<file path="config.mk">
export PLATFORM = sky130hd
export DESIGN_NAME = reg_file_wb
export DESIGN_NICKNAME = d
export VERILOG_FILES = /design/src/rtl/cpu_pkg.sv /design/src/rtl/wa_dec5t32.sv /design/src/rtl/reg_file_wb.sv
export SDC_FILE = /design/constraint.sdc
export NUM_CORES = 2
export LEC_CHECK = 0
export ABC_CLOCK_PERIOD_IN_PS = 1800
export BUFFER_PORTS_ARGS = -buffer_cell sky130_fd_sc_hd__buf_2
export CORE_MARGIN = 2
export CORE_UTILIZATION = 55
export DETAILED_ROUTE_END_ITERATION = 12
export GPL_TIMING_DRIVEN = 0
export PLACE_DENSITY = 0.75
export SYNTH_ARGS = -nofsm -noshare
export SYNTH_HDL_FRONTEND = slang
export SYNTH_SLANG_ARGS = --single-unit
</file>
<file path="constraint.sdc">
create_clock -name clk -period 1.8 [get_ports clk]
set_input_delay 0 -clock clk [delete_from_list [all_inputs] [get_ports clk]]
set_output_delay 0 -clock clk [all_outputs]
set_load 0.02 [all_outputs]
</file>
<file path="src/rtl/cpu_pkg.sv">
// Shared datapath constants for the multicycle CPU: data width, special register
// addresses, write-destination select encodings and the register-file reset value.
package cpu_pkg;

    localparam int DATA_W = 32;

    localparam logic [4:0] REG_ZERO = 5'd0;
    localparam logic [4:0] REG_RA   = 5'd31;

    typedef enum logic [1:0] {
        REGDST_RT  = 2'b00,
        REGDST_RD  = 2'b01,
        REGDST_RA  = 2'b10,
        REGDST_RSV = 2'b11
    } regdst_e;

    localparam logic [31:0] RF_RST_VAL = 32'h0000_0000;

endpackage

</file>
<file path="src/rtl/wa_dec5t32.sv">
// Write-address decoder: 5-bit register number to a one-hot write enable,
// fully gated by we so an unknown address with we low enables nothing.
module wa_dec5t32
    import cpu_pkg::*;
(
    input  logic        we,
    input  logic [4:0]  wa,
    output logic [31:0] wen
);

    logic [31:0] wen_s;

    // One-hot decode; register 0 is never enabled
    always_comb begin
        wen_s = 32'h0000_0000;
        if (we && (wa != REG_ZERO)) begin
            wen_s = 32'h0000_0001 << wa;
        end else begin
            wen_s = 32'h0000_0000;
        end
        wen_s[0] = 1'b0;
    end

    assign wen = wen_s;

endmodule

</file>
<file path="src/rtl/reg_file_wb.sv">
// 32-entry general-purpose register file with two operand read ports, a debug
// read port, optional write-first forwarding and a committed-write counter.
module reg_file_wb
    import cpu_pkg::*;
#(
    parameter int                 DATA_W  = cpu_pkg::DATA_W,
    parameter int                 BYPASS  = 0,
    parameter logic [DATA_W-1:0]  RST_VAL = DATA_W'(RF_RST_VAL)
) (
    input  logic              clk,
    input  logic              rst_n,
    input  logic              we,
    input  logic [4:0]        wa,
    input  logic [DATA_W-1:0] wd,
    input  logic [4:0]        ra1,
    input  logic [4:0]        ra2,
    output logic [DATA_W-1:0] rd1,
    output logic [DATA_W-1:0] rd2,
    input  logic [4:0]        dbg_a,
    output logic [DATA_W-1:0] dbg_d,
    output logic [15:0]       wr_cnt
);

    logic [31:0]       wen_s;
    logic [DATA_W-1:0] regs_r [32];
    logic [15:0]       wr_cnt_r;
    logic [DATA_W-1:0] rd1_s;
    logic [DATA_W-1:0] rd2_s;
    logic [DATA_W-1:0] dbg_s;

    wa_dec5t32 u_dec (
        .we  (we),
        .wa  (wa),
        .wen (wen_s)
    );

    // Register storage; entry 0 is held at zero so reads can index it directly
    always_ff @(posedge clk or negedge rst_n) begin
        if (!rst_n) begin
            for (int i = 0; i < 32; i++) begin
                regs_r[i] <= (i == 0) ? '0 : RST_VAL;
            end
        end else begin
            for (int i = 1; i < 32; i++) begin
                if (wen_s[i]) begin
                    regs_r[i] <= wd;
                end
            end
            regs_r[0] <= '0;
        end
    end

    // Committed-write counter, wraps naturally at 16 bits
    always_ff @(posedge clk or negedge rst_n) begin
        if (!rst_n) begin
            wr_cnt_r <= 16'd0;
        end else if (wen_s != 32'h0000_0000) begin
            wr_cnt_r <= wr_cnt_r + 16'd1;
        end
    end

    // Read port 1 with optional write-first forwarding
    always_comb begin
        rd1_s = '0;
        if (ra1 == REG_ZERO) begin
            rd1_s = '0;
        end else if ((BYPASS != 0) && we && (wa == ra1)) begin
            rd1_s = wd;
        end else begin
            rd1_s = regs_r[ra1];
        end
    end

    // Read port 2 with optional write-first forwarding
    always_comb begin
        rd2_s = '0;
        if (ra2 == REG_ZERO) begin
            rd2_s = '0;
        end else if ((BYPASS != 0) && we && (wa == ra2)) begin
            rd2_s = wd;
        end else begin
            rd2_s = regs_r[ra2];
        end
    end

    // Debug port always shows stored contents, never forwarded data
    always_comb begin
        dbg_s = '0;
        if (dbg_a == REG_ZERO) begin
            dbg_s = '0;
        end else begin
            dbg_s = regs_r[dbg_a];
        end
    end

    assign rd1    = rd1_s;
    assign rd2    = rd2_s;
    assign dbg_d  = dbg_s;
    assign wr_cnt = wr_cnt_r;

endmodule

</file>
[Word level (Yosys, flattened, before mapping)]
Cells that the tools add are included.
Operators by class
  add/sub/neg operators: 1
  magnitude comparators: 3
  shift-type cells: 1
  multiplexer cells: 13
  bitwise gates (word level): 3
  reductions and logical operators: 6
Operator list (count)
  binary-select mux 32 bit (select 5 bit): 3
  two-way mux 32 bit: 10
  nonzero test 32 bit: 1
  left shift 1 x 5 -> 32 bit (first input constant): 1
  >= comparator 6 bit (second input constant): 3
  NOT 5 -> 6 bit: 3
  adder 16 x 1 -> 16 bit (second input constant): 1
  logical NOT 5 bit: 3
  nonzero test 5 bit: 1
  logical AND 1 bit: 1
Storage, ports and cells
  register bits after elaboration: 1008
  bits of input ports: 55
  output and inout bits: 112
  logic and storage cells: 59

[Longest topological paths before layout]
  word-level depth: 5
  mapped depth: 9
  mapped depth without buffers: 4

[Hierarchy]
A second synthesis with hierarchy kept.
Unflattened totals
  cell total of the unflattened synthesis: 4244
  area, all modules: 61511.5 µm²
By module, submodules not included
  reg_file_wb: instances 1, cells each 4196, area an instance 61273.8 µm², sequential area each 25224.2 µm²
  wa_dec5t32: instances 1, cells each 48, area an instance 237.7 µm², sequential area each 0.0 µm²

[Least setup slack after synthesis]
No wires, ideal clock.
  path type: input-to-output
  from: in ra1[0]
  to: out rd1[10]
  data arrival time: 1638 ps
  data required time: 1800 ps
  path slack: 162 ps
  stages on the path: 8
  path buffers: 5
  cells stage by stage: buf_4 buf_6 buf_6 buf_6 clkbuf_1 a22o_1 a211oi_1 o31ai_1
Between the ends
  longest elaborated chain between the ends: 5
  elaborated cells on any way between the ends: 6
  those cells by class: mux: 4; bitwise: 1; reduce/logical: 1
Ends and longest elaborated chain
  start: declaration: line reg_file_wb.sv:15  | input logic [4:0] ra1,
  NOT 5 -> 6 bit (implied by the code): line reg_file_wb.sv:70  | rd1_s = regs_r[ra1];
  binary-select mux 32 bit (select 5 bit): line reg_file_wb.sv:70
  two-way mux 32 bit (implied by the code) (2 in series): line reg_file_wb.sv:70
  two-way mux 32 bit (*): line reg_file_wb.sv:65  | if (ra1 == REG_ZERO) begin
  end: declaration: line reg_file_wb.sv:17  | output logic [DATA_W-1:0] rd1,
Every way passes the cells marked *; elsewhere a longest branch is shown, timed or not. The select of a mux whose other input is x is not followed.

[Worst setup path after layout]
  from: in dbg_a[3]
  to: out dbg_d[31]
Between the ends
  longest elaborated chain between the ends: 5
  elaborated cells on any way between the ends: 6
  those cells by class: mux: 4; bitwise: 1; reduce/logical: 1
Ends and longest elaborated chain
  start: declaration: line reg_file_wb.sv:19  | input logic [4:0] dbg_a,
  NOT 5 -> 6 bit (implied by the code): line reg_file_wb.sv:92  | dbg_s = regs_r[dbg_a];
  binary-select mux 32 bit (select 5 bit): line reg_file_wb.sv:92
  two-way mux 32 bit (implied by the code) (2 in series): line reg_file_wb.sv:92
  two-way mux 32 bit (*): line reg_file_wb.sv:89  | if (dbg_a == REG_ZERO) begin
  end: declaration: line reg_file_wb.sv:20  | output logic [DATA_W-1:0] dbg_d,
Marked as above.

==> impl_metrics.json <==
{
  "vias_per_cell": 7.711,
  "crit_slowest_cell": "clkdlybuf4s15_1",
  "synth_edf_count": 0,
  "post-route-util_pct": 64.21,
  "r2r_start": "wr_cnt[0]",
  "fin_ws_ps": -831.1,
  "vias": 48362,
  "worstHoldPathType": "input pin to async pin",
  "nNetsFinal": 4726,
  "clock_latency_ps": 720,
  "cts_buffers": 109,
  "netlist.area_leader.share_pct": 40.66,
  "cp_top_family": "buffers and inverters",
  "grt_use_total_pct": 43.23,
  "htreeDepth": 3,
  "grt_busiest_layer": "met2",
  "clockRootBuffer": "clkbuf_16",
  "netlist_area_um2": 62030,
  "synthFlopType": "dfrtp_1",
  "layout_commonest_cell": "mux2_2",
  "rsz0062_at_grt": "yes",
  "fin_skew_ps": 5.407,
  "r2r_end": "wr_cnt[2]",
  "dp_hpwl_mm": 168.6,
  "grt_pass1_wl_mm": 351.2,
  "finalCriticalPeriod_ps": 2631,
  "die_height_um": 339.8,
  "synthToLayoutAreaGrowth_pct": 16.12,
  "die_area_um2": 115500,
  "io_pins": 167,
  "critPathBufInv": 4,
  "syn_area_per_cell_um2": 14.27,
  "antenna_found_initial": 13,
  "path_cells": "buf_2, clkbuf_1, clkdlybuf4s15_1, a211oi_1, o31ai_4, buf_6",
  "use_met1_pct": 51.08,
  "setup_violations": 98,
  "ir_worst_vdd_mv": 0.9146,
  "clock_sinks": 1008,
  "wirelength_mm": 251.4,
  "tightest_slew_ps": 1745,
  "hold_viol": 318,
  "outcome": "finished, violations left",
  "whs_ps": -802.9,
  "placed_area_um2": 64840,
  "use_met2_pct": 59.66,
  "drtPass1Iterations": 8,
  "place_congestion": 0.9856,
  "endpoint_kind": "output port",
  "leakage_nw": 30.62,
  "r2r_cells": 4,
  "grt_max_degree": 164,
  "synth.distinct_cells": 39,
  "die_x_um": 339.8,
  "ant_nets": 0,
  "min_period_over_period_pct": 146.2,
  "overflow": 0,
  "slew_violations": 66,
  "p_per_area_nw_per_um2": 1083,
  "cts.clk_slew.worst_paths_ps": 60,
  "cts.path.max_buffers": 3,
  "grt_pass1_vias": 48360,
  "final_cell_area_um2": 72030,
  "path_class": "input pin to output port",
  "seq_area_frac_synth_pct": 40.66,
  "cts_tree": "built",
  "drive_gt1_share_pct": 53.49,
  "std_cell_rows": 123,
  "slew_headroom_pct": -16.32,
  "cp_slowest_stage_delay_ps": 890,
  "drt_iter0_drc": 7456,
  "cp.required_ps": 1800,
  "finalPower_mw": 78.00,
  "grt_util_met3_pct": 21.14,
  "mostFrequentLayoutCells": "1,065 x mux2_2, 1,008 x dfrtp_1, 576 x mux4_2",
  "critPathMaxFanout": 10,
  "critPathLaunchType": "input pin",
  "synth.area.top_cells": "dfrtp_1 41%, mux4_2 21%, mux2_2 19%, mux2i_1 4.7%, a22o_1 4.1%",
  "core_um2": 112200,
  "crit_arrival_ps": 2630,
  "yosysWarnings": 0,
  "violations": "negative hold slack, max-capacitance violations, max-slew violations, negative setup slack",
  "avgRoutedWirePerCell_um": 40.08,
  "synth_seq_cells": 1008,
  "yosys.area.top_type": "dfrtp_1",
  "cap_viol_max_count": 6,
  "synth_nets": 4403,
  "async_reset_ff_share_pct": 100.0,
  "io_buffers": 150,
  "post-place-ws_ps": -1696,
  "rrSetupSlack_ps": 280,
  "netlist_instances": 4347,
  "initial_utilization_pct": 55.29,
  "drc": 0,
  "max_freq_ghz": 0.3801
}
## registers in the layout, summed over array words and instances, names as in the netlist
register	count
regs_r	992
wr_cnt	16
## routing by layer
layer  vias up  wire length (um)  share of wire (%)
li1      17967                 -                  -
met1     24577             82340                 33
met2      4368            104700                 42
met3      1439             38670                 15
met4        11             25480                 10
met5         -               204              0.081
## cell type report
cell class | instances | area, um2
fillers | 8077 | 40160
multi-input cells | 2832 | 36400
flip-flops and latches | 1008 | 25220
clock buffers | 147 | 3154
plain buffers | 504 | 2689
repair buffers | 212 | 1953
well taps | 1500 | 1877
clock inverters | 56 | 691.9
diodes | 10 | 25.02
inverters | 3 | 18.77
## metrics by stage
| step | TNS (ps) | std cells | hold WS (ps) |
|---|---|---|---|
| 4_1_cts | -60380 | 6251 | -710.0 |
| 3_5_place_dp | -766580 | 6003 | 25.67 |
| 6_report | -66960 | 6272 | -802.9 |
| 5_1_grt | -61470 | 6264 | -713.6 |
| 2_1_floorplan | 0 | 4347 | -295.6 |
| 3_3_place_gp | - | 5997 | 274.9 |
## power breakdown
part	switching, mW	internal, mW
clock	10.3	14.3
combinational	10.1	11.8
sequential	4.41	27.1
## worst max-delay path by stage
stage               slack, ps     endpoint  cells past startpoint        start
detailed placement      -1700      rd2[28]                      8       ra2[1]
finish                   -830    dbg_d[31]                      6     dbg_a[3]
global placement       -21220  regs_r[688]                      1        rst_n
floorplan                 160      rd1[10]                      8       ra1[0]
global route             -760       rd2[1]                      5  regs_r[129]
CTS                      -700    dbg_d[19]                      5   regs_r[83]
## worst register-to-register path, stage by stage, from the launching register on
cell and delay [ps]:
dfrtp_1 420, ha_1 230, o211ai_1 100, dlygate4sd3_1 590, xnor2_1 110
## kinds of logic after synthesis
family	count (synthesis)	synth area share [%]
and+or+nand+nor	187	1.761
AOI/OAI and AO/OA	675	8.173
DFF	1008	40.66
buffers and inverters	507	3.826
muxes	1954	45.34
adders and majority gates	1	0.02017
xor gates and xnor gates	15	0.2118
## synthesized netlist by cell type, types with 2 or more instances
cell / n
mux2_2: 1065
dfrtp_1: 1008
mux4_2: 576
mux2i_1: 290
a22o_1: 287
clkbuf_1: 264
buf_2: 109
and2_1: 100
a211oi_1: 96
o21ai_1: 96
o22ai_1: 96
o31ai_1: 96
buf_1: 61
buf_4: 51
nand2_1: 25
mux2_1: 23
buf_6: 19
nor2_1: 17
xnor2_1: 13
nor2b_1: 9
nand3_1: 6
and3_1: 5
nor2_4: 4
nor3b_1: 4
inv_1: 3
nand2b_1: 3
nand3b_1: 3
nand4_1: 3
or2_2: 3
and4_1: 2
xor2_1: 2
## repair_timing
| action | 4_1_cts | 5_1_grt |
|---|---|---|
| setup buffers | 5 | 8 |
| gates resized for setup | 474 | 189 |
| gates cloned | 4 | 0 |
| endpoints found under the hold margin | 394 | 209 |
| hold buffers | 36 | 1 |
| setup endpoints to repair | 390 | 182 |
| pin swaps | 63 | 65 |
Note: power is estimated with default switching activity, not from simulation.
